### config.mk
export PLATFORM = sky130hd
export DESIGN_NAME = spi_mailbox
export DESIGN_NICKNAME = d
export VERILOG_FILES = /design/src/rtl/spi_mailbox.sv
export SDC_FILE = /design/constraint.sdc
export NUM_CORES = 1
export LEC_CHECK = 0
export ABC_AREA = 1
export CAP_MARGIN = 20
export CORE_MARGIN = 2
export CORE_UTILIZATION = 47
export DETAILED_ROUTE_END_ITERATION = 7
export DONT_BUFFER_PORTS = 1
export PLACE_DENSITY = 0.7
export SYNTH_ARGS = -nofsm -noshare
export SYNTH_HDL_FRONTEND = slang
export SYNTH_SLANG_ARGS = --single-unit
export TNS_END_PERCENT = 1
### constraint.sdc
create_clock -name CLKCPU_A -period 2.9 [get_ports CLKCPU_A]
set_input_delay 0.29 -clock CLKCPU_A [delete_from_list [all_inputs] [get_ports CLKCPU_A]]
set_output_delay 0.29 -clock CLKCPU_A [all_outputs]
set_load 0.01 [all_outputs]
### src/rtl/spi_mailbox.sv
// Byte mailbox between an SPI slave link and the 68020 bus: SPI bytes queue in an RX FIFO, a bus-written byte is echoed on MISO.
// Optional interrupt output INT2_n is built when SPI_MAILBOX_IRQ_EN is defined.
module spi_mailbox #(
    parameter logic [23:0] BASE_ADDR = 24'hD80000,
    parameter int          DEPTH     = 8
) (
    input  logic        CLKCPU_A,
    input  logic        RESET_n,
    input  logic        AS20,
    input  logic        DS20,
    input  logic        RW,
    input  logic [23:0] A,
    input  logic [7:0]  D_IN,
    output logic [7:0]  D_OUT,
    output logic        D_OE,
    output logic        ACK_n,
    input  logic        SPI_CK,
    input  logic        SPI_NSS,
    input  logic        SPI_MOSI,
    output logic        SPI_MISO
`ifdef SPI_MAILBOX_IRQ_EN
    ,
    output logic        INT2_n
`endif
);

    localparam int            AW       = $clog2(DEPTH);
    localparam logic [AW:0]   FULL_CNT = DEPTH[AW:0];
    localparam logic [AW:0]   CNT_ONE  = {{AW{1'b0}}, 1'b1};
    localparam logic [AW-1:0] PTR_ONE  = {{(AW-1){1'b0}}, 1'b1};

    typedef enum logic {
        IDLE  = 1'b0,
        SHIFT = 1'b1
    } spi_state_t;

    // Stage p0/p1: two-flop synchroniser; p2: history for edge detect.
    // Resetting NSS low means a line already low at reset release never looks like a fresh fall.
    logic sck_p0, sck_p1, sck_p2;
    logic nss_p0, nss_p1, nss_p2;
    logic mosi_p0, mosi_p1;

    always_ff @(posedge CLKCPU_A or negedge RESET_n) begin
        if (!RESET_n) begin
            sck_p0  <= 1'b0;
            sck_p1  <= 1'b0;
            sck_p2  <= 1'b0;
            nss_p0  <= 1'b0;
            nss_p1  <= 1'b0;
            nss_p2  <= 1'b0;
            mosi_p0 <= 1'b0;
            mosi_p1 <= 1'b0;
        end else begin
            sck_p0  <= SPI_CK;
            sck_p1  <= sck_p0;
            sck_p2  <= sck_p1;
            nss_p0  <= SPI_NSS;
            nss_p1  <= nss_p0;
            nss_p2  <= nss_p1;
            mosi_p0 <= SPI_MOSI;
            mosi_p1 <= mosi_p0;
        end
    end

    logic sck_rise, sck_fall, nss_fall, nss_rise;
    assign sck_rise = sck_p1 & ~sck_p2;
    assign sck_fall = ~sck_p1 & sck_p2;
    assign nss_fall = ~nss_p1 & nss_p2;
    assign nss_rise = nss_p1 & ~nss_p2;

    spi_state_t  spi_state;
    logic [2:0]  bit_cnt;
    logic [7:0]  shift_in;
    logic [7:0]  shift_out;
    logic        spi_push;
    logic        tx_taken;
    logic [7:0]  tx_byte;
    logic        tx_pending;

    // MISO index 7-bit_cnt: after the wrap bit_cnt is 0, so the reloaded byte's MSB goes out next.
    always_ff @(posedge CLKCPU_A or negedge RESET_n) begin
        if (!RESET_n) begin
            spi_state <= IDLE;
            bit_cnt   <= 3'd0;
            shift_out <= 8'hFF;
            SPI_MISO  <= 1'b1;
            spi_push  <= 1'b0;
            tx_taken  <= 1'b0;
        end else begin
            spi_push <= 1'b0;
            tx_taken <= 1'b0;
            case (spi_state)
                IDLE: begin
                    if (nss_fall) begin
                        spi_state <= SHIFT;
                        bit_cnt   <= 3'd0;
                        shift_out <= tx_byte;
                        SPI_MISO  <= tx_byte[7];
                    end
                end
                SHIFT: begin
                    if (nss_rise) begin
                        spi_state <= IDLE;
                        bit_cnt   <= 3'd0;
                        SPI_MISO  <= 1'b1;
                    end else if (sck_rise) begin
                        bit_cnt <= bit_cnt + 3'd1;
                        if (bit_cnt == 3'd7) begin
                            spi_push  <= 1'b1;
                            tx_taken  <= 1'b1;
                            shift_out <= tx_byte;
                        end
                    end else if (sck_fall) begin
                        SPI_MISO <= shift_out[3'd7 - bit_cnt];
                    end
                end
                default: spi_state <= IDLE;
            endcase
        end
    end

    always_ff @(posedge CLKCPU_A) begin
        if (spi_state == SHIFT && !nss_rise && sck_rise)
            shift_in <= {shift_in[6:0], mosi_p1};
    end

    logic [7:0]    mem [DEPTH];
    logic [AW-1:0] wr_ptr, rd_ptr;
    logic [AW:0]   count;
    logic          overflow;
    logic          pop_req, ovf_clr;
    logic          do_pop, do_push;
    logic          rx_nonempty, rx_full;
    logic [7:0]    head;

    assign rx_nonempty = (count != '0);
    assign rx_full     = (count == FULL_CNT);
    assign do_pop      = pop_req && rx_nonempty;
    // A simultaneous pop frees the slot, so a full FIFO still accepts the push.
    assign do_push     = spi_push && (!rx_full || do_pop);
    assign head        = rx_nonempty ? mem[rd_ptr] : 8'h00;

    always_ff @(posedge CLKCPU_A) begin
        if (do_push)
            mem[wr_ptr] <= shift_in;
    end

    always_ff @(posedge CLKCPU_A or negedge RESET_n) begin
        if (!RESET_n) begin
            wr_ptr   <= '0;
            rd_ptr   <= '0;
            count    <= '0;
            overflow <= 1'b0;
        end else begin
            if (do_push)
                wr_ptr <= wr_ptr + PTR_ONE;
            if (do_pop)
                rd_ptr <= rd_ptr + PTR_ONE;
            case ({do_push, do_pop})
                2'b10:   count <= count + CNT_ONE;
                2'b01:   count <= count - CNT_ONE;
                default: count <= count;
            endcase
            if (spi_push && rx_full && !do_pop)
                overflow <= 1'b1;
            else if (ovf_clr)
                overflow <= 1'b0;
        end
    end

    logic       hit, hit_q, cyc_start;
    logic       ie;
    logic [7:0] status;

    assign hit       = !AS20 && !DS20 && (A[23:1] == BASE_ADDR[23:1]);
    assign cyc_start = hit && !hit_q;
    assign pop_req   = cyc_start && RW && !A[0];
    assign ovf_clr   = cyc_start && !RW && A[0] && D_IN[5];
    assign status    = {rx_nonempty, rx_full, overflow, tx_pending, 3'b000, ie};

    // Every register action is keyed to cyc_start, so a stretched bus cycle acts once.
    always_ff @(posedge CLKCPU_A or negedge RESET_n) begin
        if (!RESET_n) begin
            hit_q      <= 1'b0;
            D_OUT      <= 8'h00;
            D_OE       <= 1'b0;
            ACK_n      <= 1'b1;
            tx_byte    <= 8'hFF;
            tx_pending <= 1'b0;
            ie         <= 1'b0;
        end else begin
            hit_q <= hit;
            D_OE  <= hit && RW;
            if (AS20)
                ACK_n <= 1'b1;
            else if (hit && hit_q)
                ACK_n <= 1'b0;

            if (cyc_start && RW)
                D_OUT <= A[0] ? status : head;

            if (cyc_start && !RW && !A[0]) begin
                tx_byte    <= D_IN;
                tx_pending <= 1'b1;
            end else if (tx_taken) begin
                tx_pending <= 1'b0;
            end

            if (cyc_start && !RW && A[0])
                ie <= D_IN[0];
        end
    end

`ifdef SPI_MAILBOX_IRQ_EN
    always_ff @(posedge CLKCPU_A or negedge RESET_n) begin
        if (!RESET_n)
            INT2_n <= 1'b1;
        else
            INT2_n <= !(ie && rx_nonempty);
    end
`endif

endmodule

==> results.md <==
- The run finished with clean final reports.
- The violation count after the first detailed-routing iteration is 245.
- The height of the chip is between 100 and 150 um.
- The Yosys step of the flow raised 0 warnings.
- Relative to the synthesized area, the layout overhead comes to 16.28%.
- The unique cell type count in the Yosys netlist is 40.
- For this configuration, the core starts out at a cell density of 0.4778.
- The final-report setup violation count is 0.
- The worst hold path passes through 2 cells.
- The horizontal die dimension is 111.5 um.
- The number of inserted diodes is 0.
- The clock tree skew after final layout is 0.007774 ns.
- The number of levels the H-tree was split into is 4.
- The final critical-path share of the clock period is 0.8868.
- The clock period minus worst slack is between 2 and 3 ns.
- The met1 usage is 0.2214.
- For this run, the total global-route usage over all layers was measured as 0.1821.
- The finished layout holds about 680 standard cells, fillers aside.
- The core region is 11,370 sq um.
- STA classifies the critical path endpoint as a register.
- The actual transition at the worst max-transition pin is roughly 0.94 ns.
- The top achievable clock speed is 388.9 MHz.
- The number of cells after detailed placement is 634.
- The worst path arrival time is between 2 and 3 ns.
- The later pin in the worst-skew pair is clocked with a latency of ~0.4 ns.
- By instance count, the cell type seen most on the critical path is nand2_1.
- The number of optimization iterations in the first detailed-route pass is 5.
- The floorplan has 39 rows.
- Counting every instance in the synthesized netlist gives about 500.
- For this run, the slowest stage of the critical path takes around 0.55 ns.
- The detail route stage leaves a number of antenna-violating nets equal to 0.
- The CTS tree is done.
- The ratio of total power to cell area is 680.7 nW/um^2.
- The net count of the mapped netlist is 543.
- At the worst endpoint, the required time is 3.19 ns.
- The final-report hold violation count is 0.
- Buffers added to address setup during post-CTS repair amount to 0.
- The die area is 12,430 sq um.
- The count of input and output buffers is 0.
- The most common library cell in the layout ignoring fill and taps is nand2_1.
- The number of global-route vias before repair came to 3,647.
- Overall power consumption after layout is estimated at 0.004300 W.
- The average instance in the mapped netlist occupies 10.95 sq um.
- The worst hold endpoint is ie$_DFFE_PN0P_.
- The top cell types in the final layout, fill and taps aside, are nand2_1, edfxtp_1, inv_1.
- The number of synthesized flops with an enable pin is 72.
- After global routing, the most crowded layer is met2.
- The worst register-to-register path ends at count[3]$_DFFE_PN0P_.
- The mapped netlist covers 5433 sq um.
- The count of max-cap constraint violations is 0.
- The wire-length estimate of the detail-placed layout is around 7000 um.
- The total leakage power is 2.585 nW.
- The detailed router placed 3,600 vias in this run.
- Setup repair after global routing left no endpoint under its margin.
- The I/O pin total is ~50.
- The final max-slew violation count is 0.
- The share of cells above drive strength 1 is 0.1772.
- The global-route wire length before repair is 17,400 um.
- The total overflow left after global routing is 0.
- The start point of the worst min-delay path is D_IN[0].
- The clock transition at the registers of the reported paths is 0.05 ns.
- In the global route stage, met2 resource usage came out at 0.2984.
- The signal on the critical path passes through dlygate4sd3_1, inv_2, nand2_2, nor2_4, nand3_2, nor2_4, nand3_2, nor2_2, nand2_2, inv_1, ha_1, nand2_1, nand2_1, a31oi_1, inv_1, nand3_1, nand3_2, nand2_1, nand2_1.
- The per-cell via count in the routed design is 5.302.
- The initial antenna violation count is 0.
- The final estimated routing congestion in global placement is 0.8057.
- In the synthesized netlist the dominant register cell turns out to be edfxtp_1.
- The type of the most critical hold path is primary input to register.
- After detailed routing, the number of remaining DRC violations is 0.
- Adding up every negative setup slack in the final design gives 0 ns.
- Entering global routing, the biggest net connects 55 pins.
- For this run, the register share of the synthesized area comes to 0.6509.
- Summed over all layers, the routed wires come to about 11,000 um.
- The maximum fanout count along the critical path is 5.
- The path type of the worst setup path is primary input to register.
- The worst pin sits at a relative slew slack of 0.3719.
- The largest buffer count on any clock path is 2.
- The worst IR drop on VDD is 0.4508 mV.
- The critical path startpoint category is a primary input.
- Clock tree synthesis selected as its root buffer the cell clkbuf_16.
- The slowest library cell on the worst path is dlygate4sd3_1.
- The number of clock sinks is 126.
- For flop-to-flop paths, the worst setup slack is 0.45 ns.
- In the final design database the tool counted 570 nets.
- Counting the buffers created by CTS gives 17.
- The met3 track demand over resource is 0.05444.
- Synthesis inferred 126 register bits.
- The length in cells of the worst reg-to-reg path is 15.
- The beginning of the worst register-to-register path is count[0]$_DFFE_PN0P_.
- After detailed routing, the average wire length per cell comes to 15.98 um.
- The share of flip-flops with an asynchronous set or reset is 0.4286.
layer usage:
layer  vias up  wire (um)
li1       1732          -
met1      1755       4698
met2        89       5329
met3        24        546
met4         0        276
met5         -          0
flip-flops by register name, summed over array words and instances, names as in the netlist, 3 cells and up:
name,cells
mem,64
D_OUT,8
shift_in,8
shift_out,8
tx_byte,8
count,4
bit_cnt,3
rd_ptr,3
wr_ptr,3
Yosys cell counts (all sizes together) (6+ instances only):
cell | count | share of area
clkbuf | 9 | 0.0062
ha | 6 | 0.014
inv | 62 | 0.043
edfxtp | 72 | 0.40
a21oi | 12 | 0.012
o22ai | 10 | 0.012
dfstp | 18 | 0.087
nor2 | 67 | 0.056
o211ai | 6 | 0.0083
nand3 | 20 | 0.021
o21ai | 55 | 0.056
nand2 | 89 | 0.066
dfrtp | 36 | 0.17
stage by stage:
stage | setup WS [ns] | area, sq um | utilization | hold slack (ns)
CTS | 0.3422 | 6317 | 0.5556 | 0.005237
floorplan | 0.7910 | 5433 | - | -0.005591
global placement | 0.5454 | 5608 | 0.4932 | -0.004402
detailed placement | 0.4801 | 5608 | 0.4932 | -0.004617
finish | 0.3284 | 6317 | 0.5556 | 0.01517
global route | 0.1228 | 6317 | 0.5556 | 0.01627
timing repair:
| item | 4_1_cts | 5_1_grt |
|---|---|---|
| hold buffers | 13 | 0 |
| resized for setup | 0 | 0 |
| hold endpoints to repair | 65 | 0 |
cell type report:
type / instances / area [sq um]
fill: 936 / 5052
sequential: 126 / 3536
multi-input combinational: 295 / 1600
clock buffer: 27 / 535.5
inverter: 62 / 232.7
timing repair buffer: 21 / 207.7
tap: 143 / 178.9
clock inverter: 5 / 26.28
where the power goes:
group	switching, W	leakage [nW]	internal, W	total (W)
Combinational	0.000137	1.02	0.0000939	0.000231
Clock	0.000714	0.282	0.00126	0.00197
Sequential	0.0000729	1.29	0.00202	0.00210
critical path: cells and delay by family:
family | cells | cell delay (ns)
AND/OR/NAND/NOR | 13 | 1.30
adder cells (fa/ha/maj) | 1 | 0.26
buffers and inverters | 4 | 0.79
AO/OA/AOI/OAI | 1 | 0.22
cells by family after synthesis:
| family | after synthesis | share of synthesized area |
|---|---|---|
| xor gates and xnor gates | 4 | 0.006450 |
| DFF | 126 | 0.6509 |
| AOI/OAI and AO/OA | 99 | 0.1152 |
| and+or+nand+nor | 184 | 0.1536 |
| buffers and inverters | 75 | 0.05458 |
| adders and majority gates | 7 | 0.01750 |
| muxes | 1 | 0.001843 |
worst max-delay path by stage:
| stage | start | to | slack (ns) | depth (start not counted) |
|---|---|---|---|---|
| after floorplan | count[0]$_DFFE_PN0P_ | count[3]$_DFFE_PN0P_ | 0.79 | 15 |
| after global placement | A[12] | count[3]$_DFFE_PN0P_ | 0.55 | 18 |
| after detailed placement | count[0]$_DFFE_PN0P_ | count[3]$_DFFE_PN0P_ | 0.48 | 15 |
| after CTS | AS20 | count[3]$_DFFE_PN0P_ | 0.34 | 19 |
| after global routing | AS20 | count[3]$_DFFE_PN0P_ | 0.12 | 19 |
| final | AS20 | count[3]$_DFFE_PN0P_ | 0.33 | 19 |
No activity file was read; power rests on OpenSTA's default activity.
